$ cat config.mk
export PLATFORM = sky130hd
export DESIGN_NAME = relm_fifo_mc_io
export DESIGN_NICKNAME = d
export VERILOG_FILES = /design/src/rtl/relm_fifo_mc_io.sv
export SDC_FILE = /design/constraint.sdc
export NUM_CORES = 1
export LEC_CHECK = 0
export BUFFER_PORTS_ARGS = -buffer_cell sky130_fd_sc_hd__buf_2
export CAP_MARGIN = 20
export CORE_MARGIN = 2
export CORE_UTILIZATION = 30
export CTS_CLUSTER_SIZE = 28
export DETAILED_ROUTE_END_ITERATION = 10
export GPL_ROUTABILITY_DRIVEN = 0
export PLACE_DENSITY = 0.52
export SLEW_MARGIN = 25
export SYNTH_ARGS = -nofsm -noshare
export SYNTH_HDL_FRONTEND = slang
export SYNTH_SLANG_ARGS = --single-unit
$ cat constraint.sdc
create_clock -name clk -period 7.8 [get_ports clk]
set_input_delay 2.34 -clock clk [delete_from_list [all_inputs] [get_ports clk]]
set_output_delay 2.34 -clock clk [all_outputs]
set_load 0.05 [all_outputs]
$ cat src/rtl/relm_fifo_mc_io.sv
// Multi-channel FIFO bridge between ReLM PUSH ports and POP ports.
// Each channel is an independent first-word-fall-through FIFO with status, peek and clear commands.
module relm_fifo_mc_io #(
  parameter int NCH   = 2,
  parameter int WAD   = 4,
  parameter int WD    = 32,
  parameter int AFULL = 12
) (
  input  logic                  clk,
  input  logic                  rst_n,
  input  logic [NCH*(WD+1)-1:0] push_d,
  output logic [NCH-1:0]        push_retry,
  input  logic [NCH*(WD+1)-1:0] pop_d,
  output logic [NCH*(WD+1)-1:0] pop_q
);

  localparam int             DEPTH   = 1 << WAD;
  localparam logic [WAD:0]   DEPTH_C = {1'b1, {WAD{1'b0}}};
  localparam logic [WAD:0]   AFULL_C = (WAD+1)'(AFULL);
  localparam logic [1:0]     CMD_STATUS = 2'b00;
  localparam logic [1:0]     CMD_POP    = 2'b01;
  localparam logic [1:0]     CMD_PEEK   = 2'b10;
  localparam logic [1:0]     CMD_CLEAR  = 2'b11;

  for (genvar c = 0; c < NCH; c++) begin : g_ch
    logic [WD-1:0]  mem_q [DEPTH];
    logic [WAD-1:0] rd_q, rd_d;
    logic [WAD-1:0] wr_q, wr_d;
    logic [WAD:0]   cnt_q, cnt_d;

    logic           push_v_s;
    logic [WD-1:0]  push_data_s;
    logic           cmd_v_s;
    logic [1:0]     cmd_s;
    logic           cmd_unused_s;
    logic           empty_s, full_s, afull_s;
    logic           pop_ok_s, clr_s, push_rty_s, push_ok_s;
    logic [WD-1:0]  status_s;
    logic [WD-1:0]  head_s;
    logic [WD:0]    pop_word_s;

    assign push_v_s     = push_d[c*(WD+1)+WD];
    assign push_data_s  = push_d[c*(WD+1) +: WD];
    assign cmd_v_s      = pop_d[c*(WD+1)+WD];
    assign cmd_s        = pop_d[c*(WD+1) +: 2];
    assign cmd_unused_s = ^pop_d[c*(WD+1)+2 +: WD-2];

    assign empty_s = (cnt_q == {(WAD+1){1'b0}});
    assign full_s  = (cnt_q == DEPTH_C);
    assign afull_s = (cnt_q >= AFULL_C);
    assign head_s  = mem_q[rd_q];

    // A pop that would remove a word frees a slot in the same cycle, so a full channel can still accept.
    assign pop_ok_s   = cmd_v_s & (cmd_s == CMD_POP) & ~empty_s;
    assign clr_s      = cmd_v_s & (cmd_s == CMD_CLEAR);
    assign push_rty_s = push_v_s & (clr_s | (full_s & ~pop_ok_s));
    assign push_ok_s  = push_v_s & ~push_rty_s;

    // Status word layout: flags in the top bits, occupancy in the low bits.
    always_comb begin
      status_s           = {WD{1'b0}};
      status_s[WAD:0]    = cnt_q;
      status_s[WD-1]     = empty_s;
      status_s[WD-2]     = full_s;
      status_s[WD-3]     = afull_s;
    end

    // POP-port response, forced to zero while reset is asserted.
    always_comb begin
      pop_word_s = {(WD+1){1'b0}};
      if (!rst_n) begin
        pop_word_s = {(WD+1){1'b0}};
      end else if (cmd_v_s) begin
        case (cmd_s)
          CMD_STATUS, CMD_CLEAR: pop_word_s = {1'b0, status_s};
          CMD_POP, CMD_PEEK: begin
            if (empty_s) begin
              pop_word_s = {1'b1, {WD{1'b0}}};
            end else begin
              pop_word_s = {1'b0, head_s};
            end
          end
          default: pop_word_s = {(WD+1){1'b0}};
        endcase
      end else begin
        pop_word_s = {(WD+1){1'b0}};
      end
    end

    assign pop_q[c*(WD+1) +: WD+1] = pop_word_s;
    assign push_retry[c]           = rst_n & push_rty_s;

    // Pointer and occupancy update; clear overrides any concurrent push or pop.
    always_comb begin
      rd_d  = rd_q;
      wr_d  = wr_q;
      cnt_d = cnt_q;
      if (clr_s) begin
        rd_d  = {WAD{1'b0}};
        wr_d  = {WAD{1'b0}};
        cnt_d = {(WAD+1){1'b0}};
      end else begin
        if (push_ok_s) begin
          wr_d = wr_q + WAD'(1);
        end else begin
          wr_d = wr_q;
        end
        if (pop_ok_s) begin
          rd_d = rd_q + WAD'(1);
        end else begin
          rd_d = rd_q;
        end
        cnt_d = cnt_q + (WAD+1)'(push_ok_s) - (WAD+1)'(pop_ok_s);
      end
    end

    // Control state registers.
    always_ff @(posedge clk or negedge rst_n) begin
      if (!rst_n) begin
        rd_q  <= {WAD{1'b0}};
        wr_q  <= {WAD{1'b0}};
        cnt_q <= {(WAD+1){1'b0}};
      end else begin
        rd_q  <= rd_d;
        wr_q  <= wr_d;
        cnt_q <= cnt_d;
      end
    end

    // Storage array; contents need no reset since occupancy gates every read.
    always_ff @(posedge clk) begin
      if (push_ok_s) begin
        mem_q[wr_q] <= push_data_s;
      end
    end
  end

endmodule
==> impl_results.md <==
- Startpoint types: primary input
- Port bufs: between 100 and 150
- Syn_nets: approximately 2000
- Final count of negative-setup-slack endpoints: 0
- Post-Synthesis Cells: 1842
- Die ar.: 140000 um^2
- Resized Gates After CTS: 0
- Reg2Reg Setup Slack: ~4.3 ns
- Nets: 2227
- Clk pin slew, worst setup/hold paths: roughly 0.06 ns
- Dpl hpwl: approximately 54000 um
- Crit end category: primary output
- DRC Markers: 0
- EDFF count, synth: 1024
- Skew final: 0.0484 ns
- Vias in the first global route: approximately 20000
- Top_reg_cell synth: edfxtp_1
- Post-Layout Cell Count: 3932
- Sum of negative setup slack: 0 ns
- # IOs: ~200
- Post-synthesis mux area share: 0.172
- Min-Delay Path Class: reg2reg
- Maximum clock rate: 144 MHz
- Hold EP: g_ch[0].wr_q[1]
- Worst EP required: approximately 5.5 ns
- Rows: about 140
- FF+latch count, synth: approximately 1100
- Largest net degree at the start of global routing: between 50 and 60
- Synth Area in Simple Gates: 0.0182
- Leak: approximately 15 nW
- CTS root buf: clkbuf_16
- Max_cap viols: 0
- Iter 0 DRT Violations: around 1600
- Cell Area, Synth: roughly 41000 um^2
- Detail Route Antenna Nets: 0
- Worst R2R Path Depth: 14
- Max_slew headroom: 0.335
- Share of the synthesized area in the top cell type: 0.748
- TritonCTS Buffers: 109
- Layout cells sized above 1: 0.305
- Final period util: 0.889
- Vias/cell: just under 5
- Storage cell area: between 30000 and 40000 um^2
- Die H: 374 um
- Mean Syn Cell Area: approximately 22 um^2
- Top layer in use: met5
- CTS tree: done
- CP Max Fanout: 18
- # fillers: 12500
- Synthesized-area fraction occupied by adder cells: 0.0101
- Reg-to-Reg Start: g_ch[1].cnt_q[2]
- Synth area leaders: edfxtp_1 75%, mux4_2 14%, mux2i_1 3.1%
- Worst-skew pair later-pin latency: just over 0.7 ns
- Total iterations of the first detailed-routing run: 5
- Worst Hold Path Cells: 2
- Pins Over Slew Limit: 0
- RR Endpoint: g_ch[1].cnt_q[4]
- Max H-tree Level: 3
- Die width: between 300 and 400 um
- GR Overflow Total: 0
- Hold Crit Start: g_ch[0].wr_q[1]
- Met2 routed WL: about 50000 um
- Hold_buf cts: 0
- Routed wl met3: a little under 5000 um
- PD cells: between 300 and 400 nW/um^2
- Total Routing Usage GR: 0.135
- Final Hold Fails: 0
- Vias: 19000
- Met1 Wirelength: approximately 39000 um
- Setup Buffers After CTS: 0
- Clock tree buffer depth: 3
- Worst EP arrival: 4.59 ns
- Xor/xnor share of the synthesized area: 0.00171
- Largest family of logic cells by synthesized area: multiplexers
- Tightest Pin Transition: 0.998 ns
- Sequential area share after synthesis: 0.764
- First-pass GRT wire length: about 140000 um
- Area Overhead vs Synth: 16.0%
- Status: finished clean
- Initial antenna violation count: 22
- Routed len/inst: between 20 and 25 um
- Post-synth top area cell: edfxtp_1
- Core box area: between 100000 and 150000 um^2
- Initial Util: 0.303
- CP Class: in2out
- Distinct cells, synth: 62
- Area of the multi-input gates: about 9000 um^2
- Drt total wl: roughly 96000 um
- Synth warn: 0
- Minimum clock period: roughly 7 ns
- # placed instances: roughly 3700
- Worst-case vdd ir drop: between 0.0002 and 0.00025 V
- RSZ-0062 raised after global routing: no
- Asr flop ratio synth: 0.0248
- Compound-Gate Fraction of Synth Area: 0.0169
- Clock Sink Count: roughly 1100
[registers in the layout (all words and copies together) (netlist names)]
| register | count |
|---|---|
| g_ch.mem_q | 1024 |
| g_ch.cnt_q | 10 |
| g_ch.rd_q | 8 |
| g_ch.wr_q | 8 |
[metrics by stage]
stage | area, um^2 | hold WS, ns | utilization | power, mW | setup slack (ns)
2_1_floorplan | 41100 | 0.531 | - | 9.54 | 0.963
3_3_place_gp | 44100 | 0.576 | 0.325 | 10.3 | 0.837
3_5_place_dp | 44100 | 0.598 | 0.325 | 10.4 | 0.828
4_1_cts | 47600 | 0.614 | 0.351 | 15.6 | 0.828
5_1_grt | 47600 | 0.652 | 0.351 | 16.0 | 0.759
6_report | 47700 | 0.605 | 0.351 | 15.4 | 0.869
[where the power goes]
part	switching (mW)	leakage, nW	total, mW	internal, mW
Clock	2.15	1.73	5.15	3.00
Sequential	0.420	9.56	7.06	6.64
Combinational	1.63	3.58	3.14	1.51
[layer usage]
layer	vias up	global-route usage
met5	-	0
met1	10200	0.166
li1	8182	-
met4	32	0.0350
met3	169	0.0322
met2	419	0.239
[area by class of cell]
cell class	instances	share of cell area
Sequential cell	1050	0.659
Timing Repair Buffer	200	0.0244
Antenna cell	1	0.0000525
Clock inverter	64	0.0154
Tap cell	1781	0.0468
Multi-Input combinational cell	665	0.191
Inverter	35	0.00276
Clock buffer	136	0.0598
[Yosys cell counts, types with 2 or more instances]
cell type	count
ha_1	30
and3_1	7
o21ai_0	11
mux2i_1	128
nand3b_1	2
nand3_1	13
a21oi_1	9
mux2_2	3
nor3b_1	3
and2_1	17
buf_2	33
dfrtp_1	26
mux4_1	4
inv_1	33
nand2_1	29
xor2_1	3
edfxtp_1	1024
nor4_1	6
xnor2_1	5
nor2b_1	3
a22oi_1	8
fa_1	2
nor2_1	28
o21bai_1	5
nand2b_1	2
o22ai_1	52
o31ai_1	3
buf_4	32
buf_1	4
mux4_2	250
clkbuf_1	13
o211ai_1	7
o21a_1	2
buf_6	9
nor3_1	9
[critical path, cell delays in order]
cell and delay [ns]:
buf_2 0.12, inv_1 0.05, ha_1 0.34, nor2_1 0.21, nand2_2 0.49, buf_4 0.39, o22ai_1 0.30, buf_2 0.33
[worst max-delay path by stage]
stage                    from                   to  slack, ns  cells past startpoint
floorplan           pop_d[33]  g_ch[1].mem_q[0][0]       0.96                      6
global placement    pop_d[34]            pop_q[57]       0.84                      8
detailed placement  pop_d[34]            pop_q[57]       0.83                      8
CTS                 pop_d[34]            pop_q[57]       0.83                      8
global route        pop_d[34]            pop_q[57]       0.76                      8
finish              pop_d[34]            pop_q[57]       0.87                      8
[logic make-up after synthesis]
logic type / count (synthesis)
compound gates: 104
xor+xnor: 8
fa+ha+maj: 32
buf+inv: 127
flops: 1050
mux: 385
simple gates: 136
[placed cells by master, fill, tap and decap left out, drive strengths merged, types with 4 or more instances in the layout]
| cell type | Yosys | final |
|---|---|---|
| edfxtp | 1024 | 1024 |
| mux4 | 254 | 254 |
| buf | 78 | 200 |
| clkbuf | 14 | 136 |
| mux2i | 128 | 128 |
| o22ai | 52 | 52 |
| clkinv | 1 | 47 |
| inv | 34 | 36 |
| ha | 30 | 30 |
| nand2 | 30 | 30 |
| nor2 | 29 | 29 |
| dfrtp | 26 | 26 |
| and2 | 18 | 18 |
| nand3 | 13 | 13 |
| bufinv | 0 | 12 |
| o21ai | 11 | 11 |
| nor3 | 11 | 11 |
| a21oi | 9 | 9 |
| a22oi | 8 | 8 |
| o211ai | 7 | 7 |
| and3 | 7 | 7 |
| nor4 | 6 | 6 |
| o21bai | 5 | 5 |
| xnor2 | 5 | 5 |
| clkinvlp | 0 | 4 |
| nor3b | 4 | 4 |
(Power assumes the default switching activity.)
